File: config.mk
export PLATFORM = sky130hd
export DESIGN_NAME = alu_cmd_sequencer
export DESIGN_NICKNAME = d
export VERILOG_FILES = /design/src/rtl/alu_cmd_sequencer_pkg.sv /design/src/rtl/alu_cmd_sequencer_seq_timeout_ctr.sv /design/src/rtl/alu_cmd_sequencer.sv
export SDC_FILE = /design/constraint.sdc
export NUM_CORES = 1
export LEC_CHECK = 0
export BUFFER_PORTS_ARGS = -buffer_cell sky130_fd_sc_hd__buf_2
export CORE_MARGIN = 1.5
export CORE_UTILIZATION = 40
export DETAILED_ROUTE_END_ITERATION = 8
export PLACE_DENSITY = 0.74
export SLEW_MARGIN = 25
export SYNTH_ARGS = -nofsm -noshare
export SYNTH_HDL_FRONTEND = slang
export SYNTH_HIERARCHICAL = 1
export SYNTH_SLANG_ARGS = --single-unit
File: constraint.sdc
create_clock -name Clk -period 9.05 [get_ports Clk]
set_input_delay 1.81 -clock Clk [delete_from_list [all_inputs] [get_ports Clk]]
set_output_delay 1.81 -clock Clk [all_outputs]
set_load 0.01 [all_outputs]
File: src/rtl/alu_cmd_sequencer_pkg.sv
// ============================================================================
// alu_cmd_sequencer_pkg
// Shared types and constants for the ALU command sequencer:
//   - seq_state_t : sequencer FSM states
//   - command-word field positions (for the default operand width, plus
//     helper functions for any width N)
//   - ALU opcode encodings carried in cmd[17:16]
// ============================================================================
package alu_cmd_sequencer_pkg;

    typedef enum logic [2:0] {
        IDLE     = 3'd0,
        FETCH    = 3'd1,
        REQ      = 3'd2,
        WAIT_ACK = 3'd3,
        RELEASE  = 3'd4,
        DONE     = 3'd5
    } seq_state_t;

    // Command word layout: {cmd[1:0], op1[N-1:0], op2[N-1:0]}
    localparam int DEF_N   = 8;
    localparam int CMD_MSB = 2 * DEF_N + 1;
    localparam int OP1_MSB = 2 * DEF_N - 1;
    localparam int OP2_MSB = DEF_N - 1;

    function automatic int cmd_msb(input int n);
        return 2 * n + 1;
    endfunction

    function automatic int op1_msb(input int n);
        return 2 * n - 1;
    endfunction

    function automatic int op2_msb(input int n);
        return n - 1;
    endfunction

    // ALU opcodes
    localparam logic [1:0] ALU_OP_ADD = 2'b00;
    localparam logic [1:0] ALU_OP_SUB = 2'b01;
    localparam logic [1:0] ALU_OP_AND = 2'b10;
    localparam logic [1:0] ALU_OP_OR  = 2'b11;

endpackage

File: src/rtl/alu_cmd_sequencer_seq_timeout_ctr.sv
// ============================================================================
// seq_timeout_ctr
// Loadable down-counter guarding the Req/Ack handshake.
//   i_clk    : clock, rising edge
//   i_rst    : asynchronous active-high reset
//   i_clr    : force the counter to zero (idle)
//   i_load   : reload with TIMEOUT-1 (asserted on every state entry)
//   i_en     : count this cycle (sequencer is in a handshake state)
//   o_expire : TIMEOUT enabled cycles have elapsed since the last load
// ============================================================================
module seq_timeout_ctr #(
    parameter int TIMEOUT = 64
) (
    input  logic i_clk,
    input  logic i_rst,
    input  logic i_clr,
    input  logic i_load,
    input  logic i_en,
    output logic o_expire
);

    localparam int            CW       = $clog2(TIMEOUT + 1);
    localparam logic [CW-1:0] LOAD_VAL = CW'(TIMEOUT - 1);

    logic [CW-1:0] r_count;

    // Loading TIMEOUT-1 makes the TIMEOUT-th enabled cycle the one that sees
    // zero, so the owner leaves the state exactly TIMEOUT cycles after entry.
    always_ff @(posedge i_clk or posedge i_rst) begin
        if (i_rst) begin
            r_count <= '0;
        end else if (i_clr) begin
            r_count <= '0;
        end else if (i_load) begin
            r_count <= LOAD_VAL;
        end else if (i_en && (r_count != '0)) begin
            r_count <= r_count - 1'b1;
        end
    end

    assign o_expire = i_en && (r_count == '0);

endmodule

File: src/rtl/alu_cmd_sequencer.sv
// ============================================================================
// alu_cmd_sequencer
// Walks a combinational command ROM, splits each word into {cmd, op1, op2},
// issues it to the ALU over a four-phase Req/Ack handshake, captures the
// result and counts completed commands. A timeout aborts a stuck handshake.
//
// Ports:
//   Clk, Rst        : clock (rising edge), async active-high reset
//   Start, Cin_In   : run start pulse (IDLE/DONE only), carry-in latched at Start
//   Rom_Addr/Data   : ROM address out, command word in
//   Alu_Cmd/Op1/Op2 : command fields to the ALU
//   Alu_Cin, Alu_Req: carry-in and request to the ALU
//   Alu_Ack, Alu_Out: acknowledge and result from the ALU
//   Result, Result_Valid : last captured result, one-cycle update pulse
//   cmd_cntr        : completed commands this run
//   Busy, Done, Err : running, finished, sticky timeout flag
// All outputs are registered.
// ============================================================================
module alu_cmd_sequencer
    import alu_cmd_sequencer_pkg::*;
#(
    parameter int N        = 8,
    parameter int ADDR_W   = 8,
    parameter int NUM_CMDS = 16,
    parameter int TIMEOUT  = 64
) (
    input  logic              Clk,
    input  logic              Rst,
    input  logic              Start,
    input  logic              Cin_In,
    output logic [ADDR_W-1:0] Rom_Addr,
    input  logic [2*N+1:0]    Rom_Data,
    output logic [1:0]        Alu_Cmd,
    output logic [N-1:0]      Alu_Op1,
    output logic [N-1:0]      Alu_Op2,
    output logic              Alu_Cin,
    output logic              Alu_Req,
    input  logic              Alu_Ack,
    input  logic [15:0]       Alu_Out,
    output logic [15:0]       Result,
    output logic              Result_Valid,
    output logic [15:0]       cmd_cntr,
    output logic              Busy,
    output logic              Done,
    output logic              Err
);

    localparam int          L_CMD_MSB  = cmd_msb(N);
    localparam int          L_OP1_MSB  = op1_msb(N);
    localparam int          L_OP2_MSB  = op2_msb(N);
    localparam logic [15:0] L_NUM_CMDS = 16'(NUM_CMDS);

    seq_state_t        r_state;
    seq_state_t        w_state_nxt;
    logic [ADDR_W-1:0] w_addr_nxt;
    logic [1:0]        w_cmd_nxt;
    logic [N-1:0]      w_op1_nxt;
    logic [N-1:0]      w_op2_nxt;
    logic              w_cin_nxt;
    logic              w_req_nxt;
    logic [15:0]       w_result_nxt;
    logic              w_rvalid_nxt;
    logic [15:0]       w_cntr_nxt;
    logic              w_err_nxt;
    logic              w_busy_nxt;
    logic              w_done_nxt;
    logic              w_expire;
    logic              w_to_en;
    logic              w_to_load;
    logic              w_to_clr;

    // ------------------------------------------------------------------
    // Handshake timeout: reloaded on every state change, counting only in
    // the three states that wait on the ALU.
    // ------------------------------------------------------------------
    assign w_to_en   = (r_state == REQ) || (r_state == WAIT_ACK) || (r_state == RELEASE);
    assign w_to_load = (w_state_nxt != r_state);
    assign w_to_clr  = !w_busy_nxt;

    seq_timeout_ctr #(
        .TIMEOUT (TIMEOUT)
    ) u_timeout (
        .i_clk    (Clk),
        .i_rst    (Rst),
        .i_clr    (w_to_clr),
        .i_load   (w_to_load),
        .i_en     (w_to_en),
        .o_expire (w_expire)
    );

    // Status flags follow the state being entered so they line up with it.
    assign w_busy_nxt = (w_state_nxt != IDLE) && (w_state_nxt != DONE);
    assign w_done_nxt = (w_state_nxt == DONE);

    // ------------------------------------------------------------------
    // Next-state and next-output logic
    // ------------------------------------------------------------------
    always_comb begin
        // NOTE: every signal gets its hold value first, so no path through the case infers a latch.
        w_state_nxt  = r_state;
        w_addr_nxt   = Rom_Addr;
        w_cmd_nxt    = Alu_Cmd;
        w_op1_nxt    = Alu_Op1;
        w_op2_nxt    = Alu_Op2;
        w_cin_nxt    = Alu_Cin;
        w_req_nxt    = Alu_Req;
        w_result_nxt = Result;
        w_rvalid_nxt = 1'b0;
        w_cntr_nxt   = cmd_cntr;
        w_err_nxt    = Err;

        case (r_state)
            IDLE, DONE: begin
                if (Start) begin
                    w_state_nxt = FETCH;
                    w_addr_nxt  = '0;
                    w_cntr_nxt  = '0;
                    w_err_nxt   = 1'b0;
                    w_cin_nxt   = Cin_In;
                end
            end

            FETCH: begin
                w_cmd_nxt   = Rom_Data[L_CMD_MSB -: 2];
                w_op1_nxt   = Rom_Data[L_OP1_MSB -: N];
                w_op2_nxt   = Rom_Data[L_OP2_MSB -: N];
                w_state_nxt = REQ;
            end

            REQ: begin
                // A stale Ack from the previous exchange must clear before a new Req.
                if (!Alu_Ack) begin
                    w_req_nxt   = 1'b1;
                    w_state_nxt = WAIT_ACK;
                end else if (w_expire) begin
                    w_err_nxt   = 1'b1;
                    w_state_nxt = DONE;
                end
            end

            WAIT_ACK: begin
                // A completed handshake wins over a coincident timeout.
                if (Alu_Ack) begin
                    w_result_nxt = Alu_Out;
                    w_rvalid_nxt = 1'b1;
                    w_cntr_nxt   = cmd_cntr + 16'd1;
                    w_req_nxt    = 1'b0;
                    w_state_nxt  = RELEASE;
                end else if (w_expire) begin
                    w_err_nxt    = 1'b1;
                    w_req_nxt    = 1'b0;
                    w_state_nxt  = DONE;
                end
            end

            RELEASE: begin
                if (!Alu_Ack) begin
                    if (cmd_cntr == L_NUM_CMDS) begin
                        w_state_nxt = DONE;
                    end else begin
                        w_addr_nxt  = Rom_Addr + 1'b1;
                        w_state_nxt = FETCH;
                    end
                end else if (w_expire) begin
                    w_err_nxt   = 1'b1;
                    w_state_nxt = DONE;
                end
            end

            default: begin
                w_state_nxt = IDLE;
            end
        endcase
    end

    // ------------------------------------------------------------------
    // State and output registers
    // ------------------------------------------------------------------
    always_ff @(posedge Clk or posedge Rst) begin
        if (Rst) begin
            r_state      <= IDLE;
            Rom_Addr     <= '0;
            Alu_Cmd      <= '0;
            Alu_Op1      <= '0;
            Alu_Op2      <= '0;
            Alu_Cin      <= 1'b0;
            Alu_Req      <= 1'b0;
            Result       <= '0;
            Result_Valid <= 1'b0;
            cmd_cntr     <= '0;
            Busy         <= 1'b0;
            Done         <= 1'b0;
            Err          <= 1'b0;
        end else begin
            // NOTE: non-blocking assignments so every register samples pre-edge values, whatever the statement order.
            r_state      <= w_state_nxt;
            Rom_Addr     <= w_addr_nxt;
            Alu_Cmd      <= w_cmd_nxt;
            Alu_Op1      <= w_op1_nxt;
            Alu_Op2      <= w_op2_nxt;
            Alu_Cin      <= w_cin_nxt;
            Alu_Req      <= w_req_nxt;
            Result       <= w_result_nxt;
            Result_Valid <= w_rvalid_nxt;
            cmd_cntr     <= w_cntr_nxt;
            Busy         <= w_busy_nxt;
            Done         <= w_done_nxt;
            Err          <= w_err_nxt;
        end
    end

endmodule

# --- Word-level counts from Yosys, hierarchy flattened ---
# Cells that the tools add are included.
op_classes:
  mux: 28
  n_addsub: 3
  n_reduce_logical: 21
  order_cmp: 0
  n_eq_ne: 18
  n_div: 0
  shift: 0
  bitwise: 0
  mul: 0
op_table:
  columns: ["op", "n"]
  rows:
  - ["$mux W16", 2]
  - ["$pmux W16 S2", 1]
  - ["$mux W8", 3]
  - ["$mux W7", 3]
  - ["$mux W3", 6]
  - ["$add A16 B1 Y16 const B", 1]
  - ["$eq A16 B5 Y1 const B", 1]
  - ["$pmux W8 S2", 1]
  - ["$pmux W3 S5", 1]
  - ["$ne A2 B2 Y1 const B", 6]
  - ["$eq A3 B3 Y1 const B", 3]
  - ["$mux W1", 9]
  - ["$add A8 B1 Y8 const B", 1]
  - ["$reduce_and A4 Y1", 2]
  - ["$logic_not A7 Y1", 1]
  - ["$reduce_bool A7 Y1", 1]
  - ["$sub A7 B1 Y7 const B", 1]
  - ["$eq A3 B2 Y1 const B", 2]
  - ["$reduce_and A3 Y1", 2]
  - ["$reduce_bool A2 Y1", 3]
  - ["$reduce_bool A3 Y1", 2]
  - ["$reduce_and A2 Y1", 2]
  - ["$reduce_or A2 Y1", 2]
  - ["$eq A3 B1 Y1 const B", 1]
  - ["10 further kinds", 13]
totals:
  register_bits: 74
  out_inout_bits: 64
  rom_bits: 0
  latch_bits: 0
  input_bits: 39
  memories: 0
  ram_bits: 0

# --- Longest topological paths before layout ---
logic_depth:
  depth_word: 10
  depth_mapped: 13

# --- By module ---
# Netlist, hierarchy kept.
modules_own_cells:
  columns: ["module", "cells_each", "area_each_um2", "seq_area_each_um2", "n_inst"]
  rows:
  - ["alu_cmd_sequencer", 282, 3140.5, 1676.6, 1]
  - ["seq_timeout_ctr", 46, 441.7, 175.2, 1]

# --- Least setup slack after synthesis ---
# Ideal clock, no wire load.
synth_timing:
  path_type: "input port to flip-flop"
  startpoint: "input port Alu_Ack"
  endpoint: "register u_timeout.r_count[0]"
  arrival_time_ps: 3463
  setup_ps: 101
  setup_slack_ps: 5486
  path_stages: 7
  path_buffers: 0
  cell_sequence: "maj3_1 a32o_1 a31o_2 o21ai_0 inv_1 o2111a_1 nor4_1"
synth_between:
  elab_chain_cells: 5
  elab_cells_between_ends: 11
  cone_classes: "eq/ne: 3; mux: 6; reduce/logical: 2"
synth_rtl:
  columns: ["element", "line", "rtl"]
  rows:
  - ["start: declaration", "alu_cmd_sequencer.sv:38", "input logic Alu_Ack,"]
  - ["$mux W3, on equally long branches", "alu_cmd_sequencer.sv:157, alu_cmd_sequencer.sv:132, alu_cmd_sequencer.sv:143", null]
  - ["$pmux W3 S5 (*)", "alu_cmd_sequencer.sv:112", "case (r_state)"]
  - ["via w_state_nxt[2]", "alu_cmd_sequencer.sv:54", "seq_state_t w_state_nxt;"]
  - ["$ne A3 B3 Y1 (*)", "alu_cmd_sequencer.sv:77", "assign w_to_load = (w_state_nxt != r_state);"]
  - ["via w_to_load", "alu_cmd_sequencer.sv:69", "logic w_to_load;"]
  - ["$mux W7", "alu_cmd_sequencer_seq_timeout_ctr.sv:34", "end else if (i_load) begin"]
  - ["$mux W7", "alu_cmd_sequencer_seq_timeout_ctr.sv:32", "end else if (i_clr) begin"]
  - ["end signal: assignment", "alu_cmd_sequencer_seq_timeout_ctr.sv:37", "r_count <= r_count - 1'b1;"]
  - ["end: declaration", "alu_cmd_sequencer_seq_timeout_ctr.sv:25", "logic [CW-1:0] r_count;"]
# Mark *: on every way through the listed nets, which the timed path passes. The rest lies on a longest branch.
# A chain may end at the register's enable or synchronous reset.

# --- Worst setup path after layout ---
layout_timing:
  startpoint: "input port Alu_Ack"
  endpoint: "register u_timeout.r_count[1]"
# The elaborated chain is that of the path after synthesis.

==> metrics.cfg <==
[floorplan]
ioPinCount = 103
dieHeight_um = 97.6
start_util = 0.413
rows = 34
core_area_um2 = 8680
die-area_um2 = 9530
die_w_um = 97.6

[place]
placed_cells = 524
dp_slack_ps = 5000
numPortBuffers = 102
hpwl_um = 5470
gp_congestion = 0.860

[power]
power_mw = 1.38
switching_share = 0.357
leakagePower_nw = 2.11
internal-power_mw = 0.887
power.density_nw_per_um2 = 311
p_clk_frac = 0.233
peakVddDrop_v = 0.000156
power_frac_comb = 0.374
p_sw_mw = 0.492
p_seq_frac = 0.393

[synth]
synth_cell_types = 54
netlist_top_cells_area = dfrtp_1, mux2_2, xor2_1
syn_area_per_cell_um2 = 10.9
syn_area_um2 = 3580
synth_area_leader_cell = dfrtp_1
synth-edff-count = 0
netlist.area_leader.share = 0.517
synth_fp_nets = 372
syn_inst = 328
synth-warning-count = 6
async_reset_ff_frac = 1.00
seq_area_frac_synth = 0.517
synth_seq_cells = 74
ys.flop_type = dfrtp_1

[cts]
cts-root-buf = clkbuf_8
cts_hold_buf = 0
cts_sinks = 74
cts_tree = built
cts_buffer_depth = 2
clk_pin_slew_ps = 70
cts_resized = 0
htreeDepth = 3
clkLatencyLatePin_ps = 350
cts-buffers-inserted = 9
postCtsSetupBuffers = 0

[timing]
setup_viol = 0
finalMaxSlewViolations = 0
tightest_slew_ps = 847
timing.final.ws_setup_ps = 5330
finClkSkew_ps = 9.60
rsz0062_at_grt = false
slew_headroom = 0.436
fin_tns_setup_ps = 0
timing.final.hold_violations = 0
fin_crit_ps = 3720
max_freq_mhz = 269
fin_crit_sh = 0.411

[global_route]
grt_usage = 0.172
first_global_vias = 2881
grt_pass1_wl_um = 13400
antenna_found_initial = 0
gr-total-overflow = 0
grt_max_degree = 68

[final_layout]
layout_commonest_cell = buf_2
drive_above_1_share = 0.387
layout_common_cells = buf_2, dfrtp_1, mux2_2
area_growth_pct = 23.8
fin_cells = 540
diodes = 0
nets = 471

[critical_path]
crit_type = input pin to flop
endpoint_kind = flop
cp_max_fo = 13
critPathLaunchType = input pin
critPathRequiredTime_ps = 9290
cp.arrival_ps = 3970

[route]
ant_nets = 0
drt_iter0_drc = 152
drc = 0
viasPerCell = 5.49
routed_wl_um = 7840
dr.pass1.iters = 4
wl_per_cell_um = 14.5
num_vias = 2962

[run_status]
status = completed

[job]
max_cap_violations = 0

[hold_path]
min_path_type = flop to flop

## kinds of logic after synthesis
kind of cell | synth area share
simple gates | 0.156
fa+ha+maj | 0.0203
buf+inv | 0.0339
flops | 0.517
xor+xnor | 0.0342
compound gates | 0.126
mux | 0.113
## critical path, cell delays in order
cell and delay (ps):
buf_2 180, maj3_1 380, a32o_1 210, a31o_2 240
o21ai_0 450, inv_1 230, o2111a_1 210, a311oi_1 240
## power groups by stage
stage                     logic, mW  registers [mW]  clock network [mW]
after floorplan               0.334           0.559                   0
after global placement        0.505           0.540                   0
after detailed placement      0.519           0.548                   0
after CTS                     0.520           0.543               0.332
after global routing          0.570           0.564               0.345
final                         0.515           0.543               0.321
## metal layers
metal / global-route usage / wire (um)
met4: 0.0857 / 189
met2: 0.273 / 3660
met1: 0.222 / 3450
met5: 0 / 0
met3: 0.0403 / 532
## worst paths after layout
kind | startpoint | end | slack (ps) | depth (start not counted)
max in group asynchronous | Rst | Err$_DFFE_PP0P_ | 6770 | 3
min reg2reg | Alu_Cin$_DFFE_PP0P_ | Alu_Cin$_DFFE_PP0P_ | 480 | 2
min | Alu_Cin$_DFFE_PP0P_ | Alu_Cin$_DFFE_PP0P_ | 480 | 2
min in group asynchronous | Rst | u_timeout/r_count[6]$_DFFE_PP0P_ | 1400 | 2
max | Alu_Ack | u_timeout/r_count[1]$_DFFE_PP0P_ | 5330 | 8
max reg2reg | r_state[0]$_DFF_PP0_ | u_timeout/r_count[1]$_DFFE_PP0P_ | 5400 | 11
## cells in the mapped netlist (6+ instances only)
cell type,number
dfrtp_1,74
mux2_2,35
inv_1,11
buf_2,10
nand2_1,20
xor2_1,12
nor2b_1,8
a21oi_1,12
o21ai_0,16
nand2b_1,7
nand3_1,8
nor2_1,23
and3_1,6
o2111ai_1,6
## registers in the layout, indices dropped and copies added, names as in the netlist
signal             flops
Alu_Cin                1
Alu_Cmd                2
Alu_Op1                8
Alu_Op2                8
Alu_Req                1
Busy                   1
Done                   1
Err                    1
Result                16
Result_Valid           1
Rom_Addr               8
cmd_cntr              16
r_state                3
u_timeout/r_count      7
## per-stage QoR
stage	hold WS [ps]	area, um^2	utilization
finish	479	4430	0.511
global route	508	4430	0.511
CTS	483	4430	0.511
detailed placement	466	4180	0.482
global placement	457	4180	0.481
floorplan	512	3580	-
## area by class of cell
type,count,area (um^2)
fillers,808,4250
flip-flops and latches,74,1850
multi-input cells,226,1620
repair buffers,105,533
clock buffers,12,155
well taps,108,135
clock inverters,4,97.6
inverters,11,41.3
(Power assumes the default switching activity.)
